`src/rtl/pipe_mult_param_if.sv`:
```
// Streaming handshake bundle for pipe_mult_param: operand side (valid/ready +
// a, b, is_signed) and product side (valid/ready + result), plus occupancy.
interface pipe_mult_param_if #(
  parameter int WIDTH  = 8,
  parameter int STAGES = 3
);
  localparam int OW = $clog2(STAGES + 1);

  logic                 in_valid;
  logic                 in_ready;
  logic [WIDTH-1:0]     a;
  logic [WIDTH-1:0]     b;
  logic                 is_signed;
  logic                 out_valid;
  logic                 out_ready;
  logic [2*WIDTH-1:0]   result;
  logic [OW-1:0]        occupancy;
  logic                 busy;

  // Producer / consumer side: drives operands and out_ready.
  modport master (
    output in_valid, a, b, is_signed, out_ready,
    input  in_ready, out_valid, result, occupancy, busy
  );

  // Multiplier side.
  modport slave (
    input  in_valid, a, b, is_signed, out_ready,
    output in_ready, out_valid, result, occupancy, busy
  );
endinterface

```
`src/rtl/pipe_mult_param.sv`:
```
// Parametrised pipelined multiplier with valid/ready back-pressure.
// Stage 1 registers the operands, stage 2 forms the full product, stages
// 3..STAGES delay it; the last stage is the registered output. All stages
// advance together when the output is empty or being consumed; bubbles are
// kept. Bubble data is forced to zero so result reads 0 whenever no product
// is presented.
module pipe_mult_param #(
  parameter int WIDTH  = 8,
  parameter int STAGES = 3
) (
  input  logic             clk,
  input  logic             rst_n,
  pipe_mult_param_if.slave bus
);
  localparam int PW = 2 * WIDTH;
  localparam int OW = $clog2(STAGES + 1);
  localparam logic [OW-1:0] OCC_ONE = OW'(1);
  localparam logic [OW-1:0] OCC_MAX = OW'(STAGES);

  // Exact product: extend both operands to full width (sign or zero) and keep
  // the low PW bits, which is exact for two's-complement and unsigned alike.
  function automatic logic [PW-1:0] mul_f(input logic [WIDTH-1:0] x,
                                          input logic [WIDTH-1:0] y,
                                          input logic             sgn);
    logic [PW-1:0] xe;
    logic [PW-1:0] ye;
    if (sgn) begin
      xe = {{WIDTH{x[WIDTH-1]}}, x};
      ye = {{WIDTH{y[WIDTH-1]}}, y};
    end else begin
      xe = {{WIDTH{1'b0}}, x};
      ye = {{WIDTH{1'b0}}, y};
    end
    return xe * ye;
  endfunction

  logic              adv_s;
  logic              accept_s;
  logic              retire_s;

  logic [STAGES:1]   valid_q, valid_d;
  logic [WIDTH-1:0]  a_q, a_d;
  logic [WIDTH-1:0]  b_q, b_d;
  logic              sgn_q, sgn_d;
  logic [PW-1:0]     prod_q [2:STAGES];
  logic [PW-1:0]     prod_d [2:STAGES];
  logic [OW-1:0]     occ_q, occ_d;
  logic              busy_q, busy_d;

  // Handshake decode: the whole pipe moves unless a result is stuck at the output.
  always_comb begin
    adv_s    = !valid_q[STAGES] || bus.out_ready;
    accept_s = bus.in_valid && adv_s;
    retire_s = valid_q[STAGES] && bus.out_ready;
  end

  // Next-state for stage valids, data and occupancy.
  always_comb begin
    valid_d = valid_q;
    a_d     = a_q;
    b_d     = b_q;
    sgn_d   = sgn_q;
    prod_d  = prod_q;
    occ_d   = occ_q;

    if (adv_s) begin
      valid_d = {valid_q[STAGES-1:1], accept_s};
      if (accept_s) begin
        a_d   = bus.a;
        b_d   = bus.b;
        sgn_d = bus.is_signed;
      end else begin
        a_d   = {WIDTH{1'b0}};
        b_d   = {WIDTH{1'b0}};
        sgn_d = 1'b0;
      end
      prod_d[2] = mul_f(a_q, b_q, sgn_q);
      for (int i = 3; i <= STAGES; i++) begin
        prod_d[i] = prod_q[i-1];
      end
    end else begin
      valid_d = valid_q;
    end

    if (accept_s && !retire_s && (occ_q < OCC_MAX)) begin
      occ_d = occ_q + OCC_ONE;
    end else if (retire_s && !accept_s && (occ_q != {OW{1'b0}})) begin
      occ_d = occ_q - OCC_ONE;
    end else begin
      occ_d = occ_q;
    end

    busy_d = (occ_d != {OW{1'b0}});
  end

  // Pipeline and counter registers with synchronous active-low reset.
  always_ff @(posedge clk) begin
    if (!rst_n) begin
      valid_q <= {STAGES{1'b0}};
      a_q     <= {WIDTH{1'b0}};
      b_q     <= {WIDTH{1'b0}};
      sgn_q   <= 1'b0;
      for (int i = 2; i <= STAGES; i++) begin
        prod_q[i] <= {PW{1'b0}};
      end
      occ_q   <= {OW{1'b0}};
      busy_q  <= 1'b0;
    end else begin
      valid_q <= valid_d;
      a_q     <= a_d;
      b_q     <= b_d;
      sgn_q   <= sgn_d;
      prod_q  <= prod_d;
      occ_q   <= occ_d;
      busy_q  <= busy_d;
    end
  end

  assign bus.in_ready  = adv_s;
  assign bus.out_valid = valid_q[STAGES];
  assign bus.result    = prod_q[STAGES];
  assign bus.occupancy = occ_q;
  assign bus.busy      = busy_q;
endmodule

```
`src/flat_wrapper.sv`:
```
// flat-port wrapper written by rule: the top's interface ports become plain ports
module pipe_mult_param_flat 
#(
  parameter int WIDTH  = 8,
  parameter int STAGES = 3
)
  (clk, rst_n, bus_in_valid, bus_a, bus_b, bus_is_signed, bus_out_ready, bus_in_ready, bus_out_valid, bus_result, bus_occupancy, bus_busy);
  pipe_mult_param_if #(.WIDTH(WIDTH), .STAGES(STAGES)) bus_i ();
  input  logic clk;
  input  logic rst_n;
  input wire logic [$bits(bus_i.in_valid)-1:0] bus_in_valid;
  input wire logic [$bits(bus_i.a)-1:0] bus_a;
  input wire logic [$bits(bus_i.b)-1:0] bus_b;
  input wire logic [$bits(bus_i.is_signed)-1:0] bus_is_signed;
  input wire logic [$bits(bus_i.out_ready)-1:0] bus_out_ready;
  output wire logic [$bits(bus_i.in_ready)-1:0] bus_in_ready;
  output wire logic [$bits(bus_i.out_valid)-1:0] bus_out_valid;
  output wire logic [$bits(bus_i.result)-1:0] bus_result;
  output wire logic [$bits(bus_i.occupancy)-1:0] bus_occupancy;
  output wire logic [$bits(bus_i.busy)-1:0] bus_busy;
  assign bus_i.in_valid = bus_in_valid;
  assign bus_i.a = bus_a;
  assign bus_i.b = bus_b;
  assign bus_i.is_signed = bus_is_signed;
  assign bus_i.out_ready = bus_out_ready;
  assign bus_in_ready = bus_i.in_ready;
  assign bus_out_valid = bus_i.out_valid;
  assign bus_result = bus_i.result;
  assign bus_occupancy = bus_i.occupancy;
  assign bus_busy = bus_i.busy;
  pipe_mult_param #(.WIDTH(WIDTH), .STAGES(STAGES)) u_core (.clk(clk), .rst_n(rst_n), .bus(bus_i));
endmodule
```
`config.mk`:
```
export PLATFORM = sky130hd
export DESIGN_NAME = pipe_mult_param_flat
export DESIGN_NICKNAME = d
export VERILOG_FILES = /design/src/rtl/pipe_mult_param_if.sv /design/src/rtl/pipe_mult_param.sv /design/src/flat_wrapper.sv
export SDC_FILE = /design/constraint.sdc
export NUM_CORES = 1
export LEC_CHECK = 0
export BUFFER_PORTS_ARGS = -buffer_cell sky130_fd_sc_hd__buf_2
export CAP_MARGIN = 10
export CELL_PAD_IN_SITES_DETAIL_PLACEMENT = 1
export CELL_PAD_IN_SITES_GLOBAL_PLACEMENT = 1
export CORE_ASPECT_RATIO = 0.8
export CORE_MARGIN = 3
export CORE_UTILIZATION = 33
export CTS_CLUSTER_SIZE = 16
export DETAILED_ROUTE_END_ITERATION = 16
export PLACE_DENSITY_LB_ADDON = 0.25
export SLEW_MARGIN = 25
export SYNTH_ARGS = -nofsm -noshare
export SYNTH_HDL_FRONTEND = slang
export SYNTH_SLANG_ARGS = --single-unit
```
`constraint.sdc`:
```
create_clock -name clk -period 4.9 [get_ports clk]
set_clock_uncertainty 0.05 [all_clocks]
set_input_delay 0.98 -clock clk [delete_from_list [all_inputs] [get_ports clk]]
set_output_delay 0.98 -clock clk [all_outputs]
set_load 0.005 [all_outputs]
```
# After elaboration in Yosys (flattened, before gate mapping)
# Cells that the tools add are included.
# word_totals
regBits	55
input_bits	21
out_inout_bits	21
word_cells	33
# op_classes
n_mux	9
n_addsub	2
magnitude_cmp	1
n_reduce_logical	12
n_mul	1
# op_table
cell	count
16-bit two-way mux	4
16-bit by 16-bit multiplier with 16-bit output	1
8-bit two-way mux	2
1-bit logical AND	6
2-bit two-way mux	2
2-bit nonzero test	2
1-bit zero test	3
2-bit by 1-bit adder with 2-bit output (second input constant)	1
2-bit less-than comparator (second input constant)	1
2-bit by 1-bit subtractor with 2-bit output (second input constant)	1
1-bit logical OR	1
1-bit two-way mux	1

# Logic depth before layout (Yosys ltp)
# Gate-level depths: netlist of the first run.
# logic_depth
ltp_word	9
mapped_depth	23
ltp_nobuf	22

# Least setup slack after synthesis of the first run
# Ideal clock, no wire load.
# synth_path
path_kind	register -> register
start	register u_core.sgn_q
end	register u_core.prod_q[29] in the netlist's numbering
setup_slack_ns	-0.441
t_arrival_ns	5.216
required_ns	4.776
setup_time_ns	0.074
synth_period_minus_slack_ns	5.341
path_buffers	1
stages_incl_launch_ff	23
cell_sequence	dfxtp_1 clkbuf_1 nand2_1 xnor2_1 and3_1 ha_1 inv_1 fa_1 inv_1 fa_1 inv_1 fa_1 inv_1 fa_1 inv_1 fa_1 inv_1 ha_1 o2111ai_1 o21ai_0 a21oi_1 xor2_1 o21ai_0
# synth_via
elab_chain_len	3
word_cells_on_any_way	5
classes_between	mul (1); mux (4)
# synth_lines
element	line	source
start, declared	pipe_mult_param.sv:44	logic sgn_q, sgn_d;
start signal, assigned	pipe_mult_param.sv:112	sgn_q <= sgn_d;
16-bit two-way mux	pipe_mult_param.sv:27	if (sgn) begin
16-bit two-way mux	pipe_mult_param.sv:66	if (adv_s) begin
16-bit by 16-bit multiplier with 16-bit output *	pipe_mult_param.sv:34	return xe * ye;
end signal, assigned by index	pipe_mult_param.sv:104	prod_q[i] <= {PW{1'b0}};
end signal, assigned	pipe_mult_param.sv:113	prod_q <= prod_d;
end, declared	pipe_mult_param.sv:45	logic [PW-1:0] prod_q [2:STAGES];
# Every way passes the cells marked *; elsewhere a longest branch is shown, timed or not. The select of a mux whose other input is x is not followed.
# A chain may end at the register's enable or synchronous reset.

# Final worst setup path of the first run
# layout_path
start	register u_core.b_q[4]
end	register u_core.prod_q[31] in the netlist's numbering
# layout_via
elab_chain_len	3
# layout_lines
element	line	source
start, declared	pipe_mult_param.sv:43	logic [WIDTH-1:0] b_q, b_d;
start signal, assigned	pipe_mult_param.sv:101	b_q <= {WIDTH{1'b0}};
16-bit two-way mux	pipe_mult_param.sv:27	
16-bit two-way mux	pipe_mult_param.sv:66	
16-bit by 16-bit multiplier with 16-bit output	pipe_mult_param.sv:34	
# No other way between the ends. The select of a mux whose other input is x is not followed.

==> results of run 1 <==
## flip-flops by register name (all words and copies together), names as in the netlist
signal and count:
u_core.b_q 8, u_core.bus.occupancy 2, u_core.bus.result 16, u_core.bus.busy 1, u_core.sgn_q 1, u_core.valid_q 3
u_core.prod_q 16, u_core.a_q 8
## per-layer routing
layer	track usage [%]	share of wire (%)
met1	23.29	50
met4	2.115	0.77
met2	28.66	46
met3	2.848	2.8
met5	0	0
## Yosys cell counts (2+ instances only)
cell | count | area share, %
nand2_1 | 89 | 5.8
o21a_1 | 2 | 0.26
o21ai_1 | 3 | 0.26
dfxtp_1 | 55 | 19
buf_1 | 3 | 0.20
nand2b_1 | 4 | 0.44
buf_2 | 2 | 0.18
a21o_1 | 4 | 0.53
a211oi_1 | 2 | 0.26
xnor2_1 | 29 | 4.4
and2_1 | 57 | 6.2
a21oi_1 | 57 | 5.0
nor2_1 | 13 | 0.85
and3_2 | 4 | 0.53
fa_1 | 68 | 24
and3_1 | 4 | 0.44
xor2_1 | 7 | 1.1
buf_4 | 17 | 2.2
a31oi_1 | 4 | 0.44
clkbuf_1 | 30 | 2.0
ha_1 | 57 | 12
a31o_2 | 2 | 0.31
nand3_1 | 21 | 1.8
inv_1 | 109 | 7.2
o21ai_0 | 7 | 0.61
o21bai_1 | 3 | 0.39
## worst max-delay path by stage
stage / from / end / slack (ns) / cells after the start
after floorplan: u_core.b_q[4]$_SDFFE_PN0N_ / u_core.prod_q[31]$_SDFFE_PN0N_ / -0.03 / 20
after global placement: u_core.sgn_q$_SDFFE_PN0N_ / u_core.prod_q[31]$_SDFFE_PN0N_ / -0.30 / 16
after detailed placement: u_core.sgn_q$_SDFFE_PN0N_ / u_core.prod_q[31]$_SDFFE_PN0N_ / -0.46 / 16
after CTS: u_core.sgn_q$_SDFFE_PN0N_ / u_core.prod_q[31]$_SDFFE_PN0N_ / -0.15 / 16
after global routing: u_core.b_q[4]$_SDFFE_PN0N_ / u_core.prod_q[31]$_SDFFE_PN0N_ / -0.33 / 19
final: u_core.b_q[4]$_SDFFE_PN0N_ / u_core.prod_q[31]$_SDFFE_PN0N_ / -0.11 / 19
## kinds of logic after synthesis
logic type                 count (synthesis)  synth area share, %
AOI/OAI and AO/OA                         90                9.280
DFF                                       55                19.26
muxes                                      1               0.1751
and+or+nand+nor                          200                17.09
buffers and inverters                    163                11.99
xor gates and xnor gates                  37                5.909
adders and majority gates                125                36.29
## layout make-up
class,count,share of cell area (%)
repair buffers,117,11.33
multi-input cells,453,60.61
inverters,110,5.826
clock buffers,6,1.960
flip-flops and latches,55,16.12
well taps,220,3.884
clock inverters,2,0.2648
## repair_timing
item / 4_1_cts / 5_1_grt
buffers inserted: 4 / 0
pin swaps: 41 / 25
gates resized for setup: 58 / 26
hold buffers: 0 / 0
endpoints found under the setup margin: 6 / 7
## per-stage QoR
| step | std cells | setup TNS (ns) | utilization (%) |
|---|---|---|---|
| finish | 963 | -0.2588 | 42.28 |
| CTS | 963 | -0.1857 | 41.52 |
| floorplan | 671 | -0.03079 | - |
| detailed placement | 953 | -1.170 | 39.32 |
| global placement | 953 | -0.6212 | 39.32 |
| global route | 963 | -1.216 | 42.28 |
## power by group through the flow
stage	logic, mW	clock network [mW]	registers [mW]
4_1_cts	0.184	0.409	0.481
2_1_floorplan	0.113	0	0.483
3_5_place_dp	0.179	0	0.492
3_3_place_gp	0.172	0	0.492
6_report	0.188	0.398	0.481
5_1_grt	0.209	0.430	0.484
## worst max-delay path: cells and delay by family (launching register included)
family                     cells  cell delay, ns
adders and majority gates      7            2.99
AOI/OAI and AO/OA              5            0.83
DFF                            1            0.36
buffers and inverters          5            0.36
and+or+nand+nor                1            0.16
xor gates and xnor gates       1            0.14
## placed cells by master (no fill, tap or decap), types with 22 or more instances in the layout
master / instances
a21oi_1: 50
and2_1: 50
buf_2: 41
buf_4: 71
dfxtp_1: 40
fa_1: 66
ha_1: 47
inv_1: 99
nand2_1: 83
xnor2_1: 22
==> impl_metrics.tcl, run 1 <==
set metrics [dict create \
    status "finished, violations left" \
    violations "negative setup slack" \
    switching_share_pct 28.95 \
    p_sw_uw 308.9 \
    cp-start-kind "flop" \
    p_comb_share_pct 17.6 \
    n_fill_cell 1938 \
    mappedNetlistNets 817 \
    die_width_um 153.2 \
    setup_viol 3 \
    layout-drive-gt1-share_pct 28.80 \
    first_iter_violations 140 \
    worstSkewPairLatency_ns 0.31 \
    ff_latch_area_sq_mm 0.001142 \
    cp_max_fo 4 \
    nNetsFinal 888 \
    clock_sink_count 55 \
    grt_remaining_overflow 0 \
    initial_core_util_pct 34.10 \
    finalCritPeriodShare_pct 102.3 \
    cp_data_required_time_ns 5.05 \
    rrSetupSlack_ns -0.11 \
    pwr-share-clk_pct 37.3 \
    diodes 0 \
    worstHoldStart "u_core.bus.result[4]$_SDFFE_PN0N_" \
    root_buffer "clkbuf_16" \
    min_to "u_core.bus.result[4]$_SDFFE_PN0N_" \
    min_path_cells 2 \
    tightest_slew_ns 0.8661 \
    drt_drc_violations_left 0 \
    avgSynthCellArea_sq_um 8.520 \
    wl_per_cell_um 16.10 \
    slew_viol_final 0 \
    crit_chain "buf_4 > and2_1 > fa_1 > inv_1 > fa_1 > inv_1 > fa_1 > ha_4 > fa_1 > inv_1 > fa_1 > inv_2 > ha_4 > a21o_1 > a21oi_2 > o21ai_4 > o41ai_4 > xnor2_2 > o21ai_1" \
    final_cell_area_sq_mm 0.007087 \
    via_count 4497 \
    vias_per_cell 4.670 \
    grt_max_degree 54 \
    seqPwrFrac_pct 45.1 \
    synth_seq_cells 55 \
    dpl-instance-area_sq_mm 0.006591 \
    num_rows 42 \
    antenna_left 0 \
    r2r-start "u_core.b_q[4]$_SDFFE_PN0N_" \
    p_int_uw 758.1 \
    syn_to_final_growth_pct 23.97 \
    powerDensity_mw_per_mm2 150.6 \
    max_cap_viol_count 0 \
    routabilityCongestion 0.8314 \
    cpPeakStageDelay_ns 0.52 \
    grt_pass1_vias 4908 \
    synth_area_sq_mm 0.005717 \
    syn_inst 671 \
    leakagePower_nw 3.387 \
    min_period_ns 5.013 \
    setup.worst_path.end_class "flop" \
    synth-main-ff-cell "dfxtp_1" \
    rr_worst_depth 19 \
    max_freq_ghz 0.1995 \
    critPathSlowestCell "fa_1" \
    h-tree-depth 2 \
    top_level_ports 42 \
    grt_first_pass_wirelength_um 25740 \
    critical_path_class "flop to flop" \
    synth_edf_count 0 \
    ys_types 44 \
    multiInputGateArea_sq_mm 0.004295 \
    ys_seq_area_share_pct 19.26 \
    totalWireLength_um 15500 \
    dp_hpwl_um 12630 \
    async_reset_ff_share_pct 0 \
    io_buffers 41 \
    r2r_end "u_core.prod_q[31]$_SDFFE_PN0N_" \
    cts_tree "yes" \
    yosys_warnings 0 \
    layout_setup_ws_ns -0.1134 \
    dp_slack_ns -0.4637 \
    cts.path.max_buffers 2 \
    core_sq_mm 0.01676 \
    cts_made_buffers 5 \
    ir_drop_uv 154.4 \
    total_power_mw 1.067 \
    path_clk_slew_ns 0.08 \
    rsz0062_at_grt "true" \
    firstDrtPassIters 4 \
    crit_path_frequent_cell "fa_1" \
    slew-limit-headroom_pct 42.18 \
    holdWs_ns 0.4027 \
    hold_class "flop to flop" \
    die_area_sq_mm 0.01895 \
    track_usage_pct 16.81 \
    cp.arrival_ns 5.16 \
    hold_viol 0 \
    antenna_found_initial 0 \
    die_y_um 123.7 \
]
Power figures use the tool's default switching activity.
==> run 2, diff against run 1 <==
--- a/config.mk
+++ b/config.mk
@@ -9,11 +9,12 @@
 export CAP_MARGIN = 10
 export CELL_PAD_IN_SITES_DETAIL_PLACEMENT = 1
 export CELL_PAD_IN_SITES_GLOBAL_PLACEMENT = 1
-export CORE_ASPECT_RATIO = 0.8
 export CORE_MARGIN = 3
 export CORE_UTILIZATION = 33
+export CTS_BUF_LIST = sky130_fd_sc_hd__clkbuf_8
 export CTS_CLUSTER_SIZE = 16
 export DETAILED_ROUTE_END_ITERATION = 16
+export GPL_ROUTABILITY_DRIVEN = 0
 export PLACE_DENSITY_LB_ADDON = 0.25
 export SLEW_MARGIN = 25
 export SYNTH_ARGS = -nofsm -noshare
==> run 2 against run 1 <==
Compared with the run above: the flow still finishes with violations (negative setup slack); sequential cell count unchanged; combinational power down 5%; critical path depth stayed put; clock power is 31% lower; setup slack got worse by 0.033 ns; utilization shrank 1.6 points; critical path type unchanged; critical endpoint is now u_core.prod_q[29]$_SDFFE_PN0N_; highest routed layer unchanged.
==> impl_metrics.tcl, run 2 (same netlist as run 1, synthesis figures left out) <==
set metrics [dict create \
    status "finished, violations left" \
    violations "negative setup slack" \
    firstDrtPassIters 4 \
    grt_max_degree 54 \
    vias_per_cell 4.656 \
    holdWs_ns 0.4070 \
    ff_latch_area_sq_mm 0.001132 \
    die_y_um 137.6 \
    layout_setup_ws_ns -0.1462 \
    mostFrequentLayoutCell "inv_1" \
    totalWireLength_um 14060 \
    max_cap_viol_count 0 \
    slew-limit-headroom_pct 41.06 \
    mostFrequentLayoutCells "100 x inv_1, 86 x nand2_1, 69 x buf_4" \
    layout-drive-gt1-share_pct 25.34 \
    utilization_pct 40.71 \
    h-tree-depth 2 \
    grt_remaining_overflow 0 \
    die_width_um 137.6 \
    root_buffer "clkbuf_8" \
    clock_sink_count 55 \
    top_level_ports 42 \
    diodes 0 \
    cp.arrival_ns 5.22 \
    switching_share_pct 30.48 \
    multiInputGateArea_sq_mm 0.004159 \
    antenna_found_initial 0 \
    antenna_left 0 \
    die_area_sq_mm 0.01894 \
    hold_viol 0 \
    worstSkewPairLatency_ns 0.33 \
    drt_drc_violations_left 0 \
    dp_hpwl_um 11740 \
    cp_data_required_time_ns 5.07 \
    grt_pass1_vias 4908 \
    io_buffers 41 \
    postCtsHoldBufs 0 \
    syn_to_final_growth_pct 19.35 \
    core_sq_mm 0.01676 \
    cts_tree "yes" \
    dpl-instance-area_sq_mm 0.006509 \
    p_comb_share_pct 19.2 \
    cp_max_fo 5 \
    powerDensity_mw_per_mm2 136.7 \
    final_cell_area_sq_mm 0.006823 \
    critical_path_class "flop to flop" \
    rsz0062_at_grt "true" \
    min_period_ns 5.046 \
    setup_viol 6 \
    hold_class "flop to flop" \
    track_usage_pct 15.59 \
    slew_viol_final 0 \
    initial_core_util_pct 34.11 \
    seqPwrFrac_pct 51.6 \
    dp_slack_ns -0.4398 \
    num_rows 47 \
    path_clk_slew_ns 0.11 \
    max_freq_ghz 0.1982 \
    cts.path.max_buffers 2 \
    pwr-share-clk_pct 29.3 \
    tightest_slew_ns 0.8787 \
    nNetsFinal 883 \
    cp-start-kind "flop" \
    via_count 4460 \
    leakagePower_nw 3.300 \
    first_iter_violations 131 \
    grt_first_pass_wirelength_um 23730 \
    cts_made_buffers 5 \
    wl_per_cell_um 14.68 \
    ir_drop_uv 146.6 \
    p_sw_uw 284.2 \
    finalCritPeriodShare_pct 103.0 \
    n_fill_cell 1992 \
    p_int_uw 648.3 \
    setup.worst_path.end_class "flop" \
]
## run 2: final timing paths
check	cells past startpoint	slack, ns	endpoint	from
min	2	0.41	u_core.bus.result[15]$_SDFFE_PN0N_	u_core.bus.result[15]$_SDFFE_PN0N_
max	19	-0.15	u_core.prod_q[29]$_SDFFE_PN0N_	u_core.a_q[5]$_SDFFE_PN0N_
max reg2reg	19	-0.15	u_core.prod_q[29]$_SDFFE_PN0N_	u_core.a_q[5]$_SDFFE_PN0N_
min reg2reg	2	0.41	u_core.bus.result[15]$_SDFFE_PN0N_	u_core.bus.result[15]$_SDFFE_PN0N_
## run 2: power groups by stage
stage               Combinational [mW]  Sequential, mW  Clock [mW]
global placement                 0.166           0.492           0
global route                     0.202           0.484       0.301
detailed placement               0.172           0.493           0
CTS                              0.177           0.482       0.287
finish                           0.179           0.481       0.273
floorplan                        0.113           0.483           0
## run 2: critical path, stage by stage, from the launching register on
cell and delay, ns:
dfxtp_4 0.38, and2_4 0.16, fa_1 0.57, inv_2 0.05
fa_1 0.54, inv_2 0.04, fa_1 0.47, inv_1 0.05
fa_1 0.48, inv_1 0.05, fa_1 0.49, inv_2 0.04
fa_1 0.52, inv_2 0.05, ha_4 0.30, o2111ai_2 0.13
o21ai_2 0.24, a21oi_2 0.09, xor2_1 0.17, o21ai_1 0.07
## run 2: repair_timing
action | 4_1_cts | 5_1_grt
setup endpoints to repair | 6 | 7
gates resized for setup | 24 | 29
pin swaps | 17 | 18
buffers inserted | 6 | 4
gates cloned | 0 | 0
## run 2: area by class of cell
| cell class | instances | share of cell area [%] |
|---|---|---|
| Inverter | 110 | 6.052 |
| Multi-Input combinational cell | 453 | 60.96 |
| Clock inverter | 3 | 0.2934 |
| Sequential cell | 55 | 16.60 |
| Tap cell | 220 | 4.034 |
| Timing Repair Buffer | 112 | 11.06 |
| Clock buffer | 5 | 1.009 |
## run 2: metal layers
| layer | GRT usage (%) | share of wire, % | up-vias |
|---|---|---|---|
| met5 | 0 | 0 | - |
| met4 | 3.215 | 1.1 | 0 |
| met3 | 1.388 | 1.3 | 15 |
| met2 | 27.39 | 50 | 36 |
| met1 | 20.90 | 48 | 2221 |
| li1 | - | - | 2188 |
## run 2: stage by stage
| step | TNS [ns] | total power, mW | cells |
|---|---|---|---|
| floorplan | -0.03079 | 0.5965 | 671 |
| global placement | -0.9133 | 0.6582 | 942 |
| detailed placement | -1.227 | 0.6650 | 942 |
| CTS | -0.7923 | 0.9467 | 955 |
| global route | -1.693 | 0.9865 | 958 |
| finish | -0.5540 | 0.9325 | 958 |
